File: config.mk
export PLATFORM = sky130hd
export DESIGN_NAME = processor
export DESIGN_NICKNAME = d
export VERILOG_FILES = /design/src/rtl/processor.sv
export SDC_FILE = /design/constraint.sdc
export NUM_CORES = 1
export LEC_CHECK = 0
export BUFFER_PORTS_ARGS = -buffer_cell sky130_fd_sc_hd__buf_2
export CORE_MARGIN = 4
export CORE_UTILIZATION = 38
export CTS_BUF_LIST = sky130_fd_sc_hd__clkbuf_4
export DETAILED_ROUTE_END_ITERATION = 16
export PLACE_DENSITY = 0.77
export SETUP_SLACK_MARGIN = 0.2
export SLEW_MARGIN = 30
export SYNTH_ARGS = -nofsm -noshare
export SYNTH_HDL_FRONTEND = slang
export SYNTH_SLANG_ARGS = --single-unit
File: constraint.sdc
create_clock -name clk -period 1.19 [get_ports clk]
set_input_delay 0.0595 -clock clk [delete_from_list [all_inputs] [get_ports clk]]
set_output_delay 0.0595 -clock clk [all_outputs]
set_load 0.03 [all_outputs]
File: src/rtl/processor.sv
// Instruction-decode control unit for the ARM-LP core.
// Decodes cls/sub fields into control flags held in one output register stage.
module processor (
  input  logic        clk,
  input  logic        rst_n,
  input  logic [31:0] instruction,
  output logic        regWriteFlag,
  output logic [2:0]  opType,
  output logic        memWriteFlag,
  output logic        memReadFlag,
  output logic [3:0]  aluControlCode,
  output logic        branchFlag,
  output logic        unconditionalBranchFlag,
  output logic        aluSRC
);

  localparam logic [3:0] ALU_ADD  = 4'd2;
  localparam logic [3:0] ALU_SUB  = 4'd10;
  localparam logic [3:0] ALU_AND  = 4'd6;
  localparam logic [3:0] ALU_OR   = 4'd4;
  localparam logic [3:0] ALU_XOR  = 4'd9;
  localparam logic [3:0] ALU_NOR  = 4'd5;
  localparam logic [3:0] ALU_NAND = 4'd12;
  localparam logic [3:0] ALU_MOV  = 4'd13;
  localparam logic [3:0] ALU_CBZ  = 4'd7;

  localparam logic [2:0] OP_R       = 3'd0;
  localparam logic [2:0] OP_I       = 3'd1;
  localparam logic [2:0] OP_LOAD    = 3'd2;
  localparam logic [2:0] OP_STORE   = 3'd3;
  localparam logic [2:0] OP_CBZ     = 3'd4;
  localparam logic [2:0] OP_B       = 3'd5;
  localparam logic [2:0] OP_MOV     = 3'd6;
  localparam logic [2:0] OP_INVALID = 3'd7;

  logic [3:0] w_cls;
  logic [3:0] w_sub;
  logic       w_unused;

  logic       w_regWrite;
  logic [2:0] w_opType;
  logic       w_memWrite;
  logic       w_memRead;
  logic [3:0] w_alu;
  logic       w_branch;
  logic       w_uBranch;
  logic       w_aluSrc;

  logic       r_regWrite;
  logic [2:0] r_opType;
  logic       r_memWrite;
  logic       r_memRead;
  logic [3:0] r_alu;
  logic       r_branch;
  logic       r_uBranch;
  logic       r_aluSrc;

  assign w_cls    = instruction[29:26];
  assign w_sub    = instruction[25:22];
  assign w_unused = ^{instruction[31:30], instruction[21:0]};

  // Defaults equal the reset state, so any unlisted encoding decodes as invalid.
  always_comb begin
    w_regWrite = 1'b0;
    w_opType   = OP_INVALID;
    w_memWrite = 1'b0;
    w_memRead  = 1'b0;
    w_alu      = 4'd0;
    w_branch   = 1'b0;
    w_uBranch  = 1'b0;
    w_aluSrc   = 1'b0;
    case (w_cls)
      4'b0010: begin
        if (!w_sub[3]) begin
          w_regWrite = 1'b1;
          w_opType   = OP_R;
          case (w_sub[2:0])
            3'd0:    w_alu = ALU_ADD;
            3'd1:    w_alu = ALU_SUB;
            3'd2:    w_alu = ALU_AND;
            3'd3:    w_alu = ALU_OR;
            3'd4:    w_alu = ALU_XOR;
            3'd5:    w_alu = ALU_NOR;
            3'd6:    w_alu = ALU_NAND;
            default: w_alu = ALU_MOV;
          endcase
        end
      end
      4'b0110: begin
        w_opType   = OP_STORE;
        w_memWrite = 1'b1;
        w_aluSrc   = 1'b1;
        w_alu      = ALU_ADD;
      end
      4'b0100: begin
        if (w_sub <= 4'd6) begin
          w_regWrite = 1'b1;
          w_aluSrc   = 1'b1;
          w_opType   = OP_I;
          case (w_sub)
            4'd0: w_alu = ALU_ADD;
            4'd1: begin
              w_opType  = OP_LOAD;
              w_memRead = 1'b1;
              w_alu     = ALU_ADD;
            end
            4'd2: begin
              w_opType = OP_MOV;
              w_alu    = ALU_MOV;
            end
            4'd3:    w_alu = ALU_SUB;
            4'd4:    w_alu = ALU_AND;
            4'd5:    w_alu = ALU_OR;
            default: w_alu = ALU_XOR;
          endcase
        end
      end
      4'b1001: begin
        w_opType = OP_CBZ;
        w_branch = 1'b1;
        w_alu    = ALU_CBZ;
      end
      4'b0001: begin
        w_opType  = OP_B;
        w_uBranch = 1'b1;
      end
      default: ;
    endcase
  end

  always_ff @(posedge clk) begin
    if (!rst_n) begin
      r_regWrite <= 1'b0;
      r_opType   <= OP_INVALID;
      r_memWrite <= 1'b0;
      r_memRead  <= 1'b0;
      r_alu      <= 4'd0;
      r_branch   <= 1'b0;
      r_uBranch  <= 1'b0;
      r_aluSrc   <= 1'b0;
    end else begin
      r_regWrite <= w_regWrite;
      r_opType   <= w_opType;
      r_memWrite <= w_memWrite;
      r_memRead  <= w_memRead;
      r_alu      <= w_alu;
      r_branch   <= w_branch;
      r_uBranch  <= w_uBranch;
      r_aluSrc   <= w_aluSrc;
    end
  end

  assign regWriteFlag            = r_regWrite;
  assign opType                  = r_opType;
  assign memWriteFlag            = r_memWrite;
  assign memReadFlag             = r_memRead;
  assign aluControlCode          = r_alu;
  assign branchFlag              = r_branch;
  assign unconditionalBranchFlag = r_uBranch;
  assign aluSRC                  = r_aluSrc;

endmodule

==> run metrics, run 1 <==
Nets=150; slowest cell delay on critical path=0.53 ns; dpl cells=roughly 140; vias per cell=5.18; status=complete, no violations; Die X=51.0 um; Pwr Total=0.927 mW; minimum clock period=1.03 ns; hold buffer count at cts=0; area of the multi-input gates=405 um2; Worst Setup Start Kind=primary input; Netlist cell types=33; Core Util, Final=55.6%; Critical Path End=aluControlCode[3]$_SDFF_PN0_; Max Clock Freq=between 900 and 1000 MHz; Num Clock Sinks=13; num ports=47; Final Non-Filler Cells=140; Finish-stage setup viols=0; via count=725; most frequent cells in the layout=20 x buf_2, 15 x buf_4, 13 x dfxtp_1; Max Cap Viol=0; Final WS setup=0.156 ns; commonest non-fill, non-tap cell in the layout=buf_2; Placeable Area=approximately 1700 um2; CP startpoint=instruction[27]; power per cell area=956 nW/um2; port bufs=22; #FFs+latches synth=13; initial antenna violation count=0; gr ovfl total=0; Syn Area/Cell=about 8.6 um2; CTS Buf Count=3; initial core utilization=~40%; Global Route Usage Sum=between 10% and 20%; Slowest cell on crit path=or4b_4; arrival time at the worst endpoint=between 1 and 1.5 ns; WL per Instance=12.1 um; Die H=between 50 and 60 um; crit share post-route=between 80% and 90%; post-placement cell area=898 um2; die area=2600 um2; Finished Cell Area=970 um2; nature of the critical path endpoint=flip-flop; cell taking the most area after synthesis=dfxtp_1; clk buf depth=2; Post-Synthesis Cells=82; drt first pass iters=4; Reg area=260 um2; Slew Viols, Final=0; area grow syn2layout=37.9%; 1st-iter DRT viols=16; first-pass GRT wire length=2.92 mm; pin count of the biggest net entering global routing=12; post-DP HPWL=between 1 and 1.5 mm; Async SR Flop Fraction=0%; Static Leak=0.434 nW; final wirelength=1.69 mm; Routed Antenna Nets=0; TritonCTS clock tree=built; H-tree depth=1; vias in the first global route=approximately 730; fillers=163; Root Buffer=clkbuf_4; Post-Syn Area=703 um2; CP Cell Sequence=buf_6 > or4b_4 > nand2b_4 > a211o_1 > a21oi_2; Mapped Nets=~120; Fin. Hold Viols=0; worst setup path category=primary input to flip-flop; maximum vdd drop=380 uV; Worst-path clk slew=0.08 ns; Routability Congestion=0.806; Critical Path Fanout Max=3; worst endpoint required time=1.40 ns; number of synthesized flops with an enable pin=0; RSZ-0062 raised after global routing=yes; post-synth top area share=37.0%; layout cells sized above 1=44.3%; # rows=15; ranking of synthesized cells by area=dfxtp_1 37%, a21oi_1 4.3%, o21ai_0 4.3%; Worst Hold Class=primary input to flip-flop; # DRC=0; ys flop type=dfxtp_1; yosys warns=0; sequential-to-total area share from yosys stat=37.0%; Rel. slew slack=74.2%; Setup TNS=0 ns; Min Hold Slack=roughly 0.040 ns; dpl ws=-0.155 ns; diode count=0; Worst-Margin Slew=0.384 ns
## logic make-up (layout without fill, tap and decap cells)
family	after synthesis	count (layout)	synth area share, %
AOI/OAI and AO/OA	25	25	22.8
xor gates and xnor gates	2	2	2.49
buffers and inverters	10	43	8.72
DFF	13	13	37.0
muxes	1	1	1.60
and+or+nand+nor	31	31	27.4
## timing repair
| action | CTS | global route |
|---|---|---|
| setup buffers | 1 | 0 |
| setup endpoints to repair | 2 | 6 |
| resized for setup | 3 | 7 |
| pin swaps | 4 | 6 |
## area by class of cell
class,instances,area share [%]
Tap cell,25,3.23
Multi-Input combinational cell,59,41.8
Inverter,2,0.774
Clock buffer,4,3.10
Timing Repair Buffer,37,24.3
Sequential cell,13,26.8
## where the power goes
group,leakage [nW],switching (mW),internal (mW),total (mW)
registers,0.105,0.00162,0.443,0.445
logic,0.310,0.104,0.0866,0.191
clock network,0.0184,0.139,0.153,0.291
total,0.434,0.245,0.682,0.927
## Yosys cell counts (all sizes together) (3+ instances only)
master  instances
nor2            7
dfxtp          13
o21ai           6
buf             5
a211oi          3
nor3b           3
o21a            3
nand3           4
nand2b          3
a21oi           6
clkbuf          3
## worst min path at each step
stage	startpoint	endpoint	slack, ns	cells after the start
after floorplan	instruction[27]	opType[0]$_SDFF_PN1_	0.16	1
after global placement	instruction[29]	opType[0]$_SDFF_PN1_	0.32	2
after detailed placement	rst_n	opType[2]$_SDFF_PN1_	0.33	2
after CTS	instruction[29]	opType[0]$_SDFF_PN1_	0.05	2
after global routing	instruction[29]	opType[0]$_SDFF_PN1_	0.05	2
final	rst_n	opType[2]$_SDFF_PN1_	0.04	2
## worst max-delay path, delay by kind of cell
kind	cells	cell delay, ns
buffers and inverters	1	0.09
AND/OR/NAND/NOR	2	0.69
AO/OA/AOI/OAI	2	0.40
## state kept, by name (all words and copies together), names as in the netlist
name                     flops
aluControlCode               4
opType                       3
aluSRC                       1
branchFlag                   1
memReadFlag                  1
memWriteFlag                 1
regWriteFlag                 1
unconditionalBranchFlag      1
## metal layers
| metal | part of all wire [%] | global-route usage [%] | vias to the layer above |
|---|---|---|---|
| met1 | 43 | 15.9 | 345 |
| met3 | 4.3 | 0.875 | 4 |
| li1 | - | - | 355 |
| met4 | 1.7 | 6.73 | 0 |
| met5 | 0 | 0 | - |
| met2 | 51 | 27.0 | 21 |
(Power assumes the default switching activity.)
==> run 2, diff against run 1 <==
Settings changed: REMOVE_ABC_BUFFERS set to 1, SLEW_MARGIN 30 to not set.
==> run metrics, run 2 (synthesis results as in run 1) <==
Root Buffer=clkbuf_4; die area=2600 um2 (unchanged); layout cells sized above 1=40.7% (-3.6 points); Post-CTS Setup Repair Bufs=0 (-1); pin count of the biggest net entering global routing=12 (unchanged); Rel. slew slack=76.4% (+2.2 points); Nets=148 (-1.3%); CTS Buf Count=3 (unchanged); Static Leak=0.422 nW (-2.9%); fraction of power consumed by sequential logic=47.8% (-0.2 points); drt first pass iters=5 (+1); clk buf depth=2 (unchanged); worst endpoint required time=1.41 ns (about the same); power per cell area=986 nW/um2 (+3.2%); Global Route Usage Sum=14.0% (-0.30 points); initial antenna violation count=0 (unchanged); Critical Path Fanout Max=3 (unchanged); Routed Antenna Nets=0 (unchanged); net switching power figure=0.253 mW (+3.3%); initial core utilization=40.3% (unchanged); RSZ-0062 raised after global routing=yes; Fin. Hold Viols=0 (unchanged); # DRC=0 (unchanged); WL per Instance=12.4 um (+3.0%); num ports=47 (unchanged); Routability Congestion=0.799 (-0.91%); Die H=51.0 um (unchanged); commonest non-fill, non-tap cell in the layout=buf_2; most frequent cells in the layout=20 x buf_2, 13 x dfxtp_1, 13 x buf_4; arrival time at the worst endpoint=1.26 ns (+0.02 ns); Placeable Area=1750 um2 (unchanged); Worst Hold Class=primary input to flip-flop; minimum clock period=1.04 ns (+0.00663 ns); post-DP HPWL=1.32 mm (+0.65%); gr ovfl total=0 (unchanged); CP startpoint=instruction[26]; status=complete, no violations; maximum vdd drop=452 uV (+19%); crit share post-route=87.5% (+0.56 points); Worst Setup Start Kind=primary input; Num Clock Sinks=13 (unchanged); Slew Viols, Final=0 (unchanged); TritonCTS clock tree=built; 1st-iter DRT viols=17 (+1); area grow syn2layout=34.2%; Finished Cell Area=943 um2 (-2.7%); Worst-path clk slew=0.08 ns (about the same); Die X=51.0 um (unchanged); nature of the critical path endpoint=flip-flop; vias in the first global route=633 (-14%); fillers=172 (+5.5%); vias per cell=5.15 (-0.51%); Comb pwr share=19.8% (-0.8 points); Pwr Total=0.931 mW (+0.38%); first-pass GRT wire length=2.75 mm (-5.9%); Max Clock Freq=961 MHz (-0.64%); post-placement cell area=888 um2 (-1.1%); max reg flops=4 (unchanged); via count=711 (-1.9%); Finish-stage setup viols=0 (unchanged); Max Cap Viol=0 (unchanged); worst setup path category=primary input to flip-flop; final wirelength=1.72 mm (+1.5%); diode count=0 (unchanged); H-tree depth=1 (unchanged); Critical Path End=aluControlCode[0]$_SDFF_PN0_; Worst-Margin Slew=0.351 ns (-0.0328 ns); # rows=15 (unchanged); Internal Power=0.678 mW (-0.66%); Switching Share=27.2% (+0.77 points); port bufs=22 (unchanged); Clock Power Share=32.5% (+1.1 points)
[run 2: cell count changes in the layout (fill, tap and decap cells not counted), sizes merged]
cell and change:
buf -2
[run 2: layout make-up]
cell class	count	area, um2	area share [%]
clock buffers	4	30.0	3.18
inverters	2	7.51	0.796
multi-input cells	59	394	41.8
flip-flops and latches	13	260	27.6
well taps	25	31.3	3.32
repair buffers	35	220	23.3
[run 2: worst min-delay path by stage]
stage	startpoint	endpoint	slack [ns]	cells past startpoint
global route	rst_n	opType[2]$_SDFF_PN1_	0.05	2
finish	instruction[26]	memWriteFlag$_SDFF_PN0_	0.05	3
CTS	rst_n	opType[2]$_SDFF_PN1_	0.04	2
detailed placement	rst_n	opType[2]$_SDFF_PN1_	0.34	2
floorplan	rst_n	opType[2]$_SDFF_PN1_	0.13	1
global placement	rst_n	opType[2]$_SDFF_PN1_	0.33	2
[run 2: power by group through the flow]
stage | Sequential [mW] | Clock [mW] | Combinational (mW)
6_report | 0.444 | 0.302 | 0.184
5_1_grt | 0.446 | 0.320 | 0.201
4_1_cts | 0.445 | 0.311 | 0.181
3_5_place_dp | 0.455 | 0 | 0.174
3_3_place_gp | 0.455 | 0 | 0.171
2_1_floorplan | 0.473 | 0 | 0.0616
[run 2: layer usage]
metal | vias to the layer above | track usage, % | wire (um)
met5 | - | 0 | 0
met4 | 0 | 10.8 | 10
met3 | 2 | 1.17 | 110
met2 | 27 | 23.6 | 861
met1 | 329 | 16.1 | 732
li1 | 353 | - | -
[run 2: what timing repair did]
action,CTS,global route
pin swaps,3,2
setup endpoints to repair,2,6
resized for setup,4,4
hold buffers,0,0
[run 2: worst max-delay path, stage by stage]
cell,delay [ns]
buf_6,0.09
or4b_4,0.54
nand2b_4,0.16
mux2_4,0.27
a21oi_2,0.12
[run 2: stage by stage]
stage / hold slack [ns] / cells / TNS (ns) / setup slack [ns] / utilization (%)
2_1_floorplan: 0.131 / 74 / 0 / 0.00731 / -
3_3_place_gp: 0.330 / 134 / -0.524 / -0.126 / 50.9
3_5_place_dp: 0.340 / 134 / -0.561 / -0.196 / 50.9
4_1_cts: 0.0437 / 138 / 0 / 0.148 / 53.8
5_1_grt: 0.0467 / 138 / 0 / 0.124 / 54.1
6_report: 0.0457 / 138 / 0 / 0.149 / 54.1
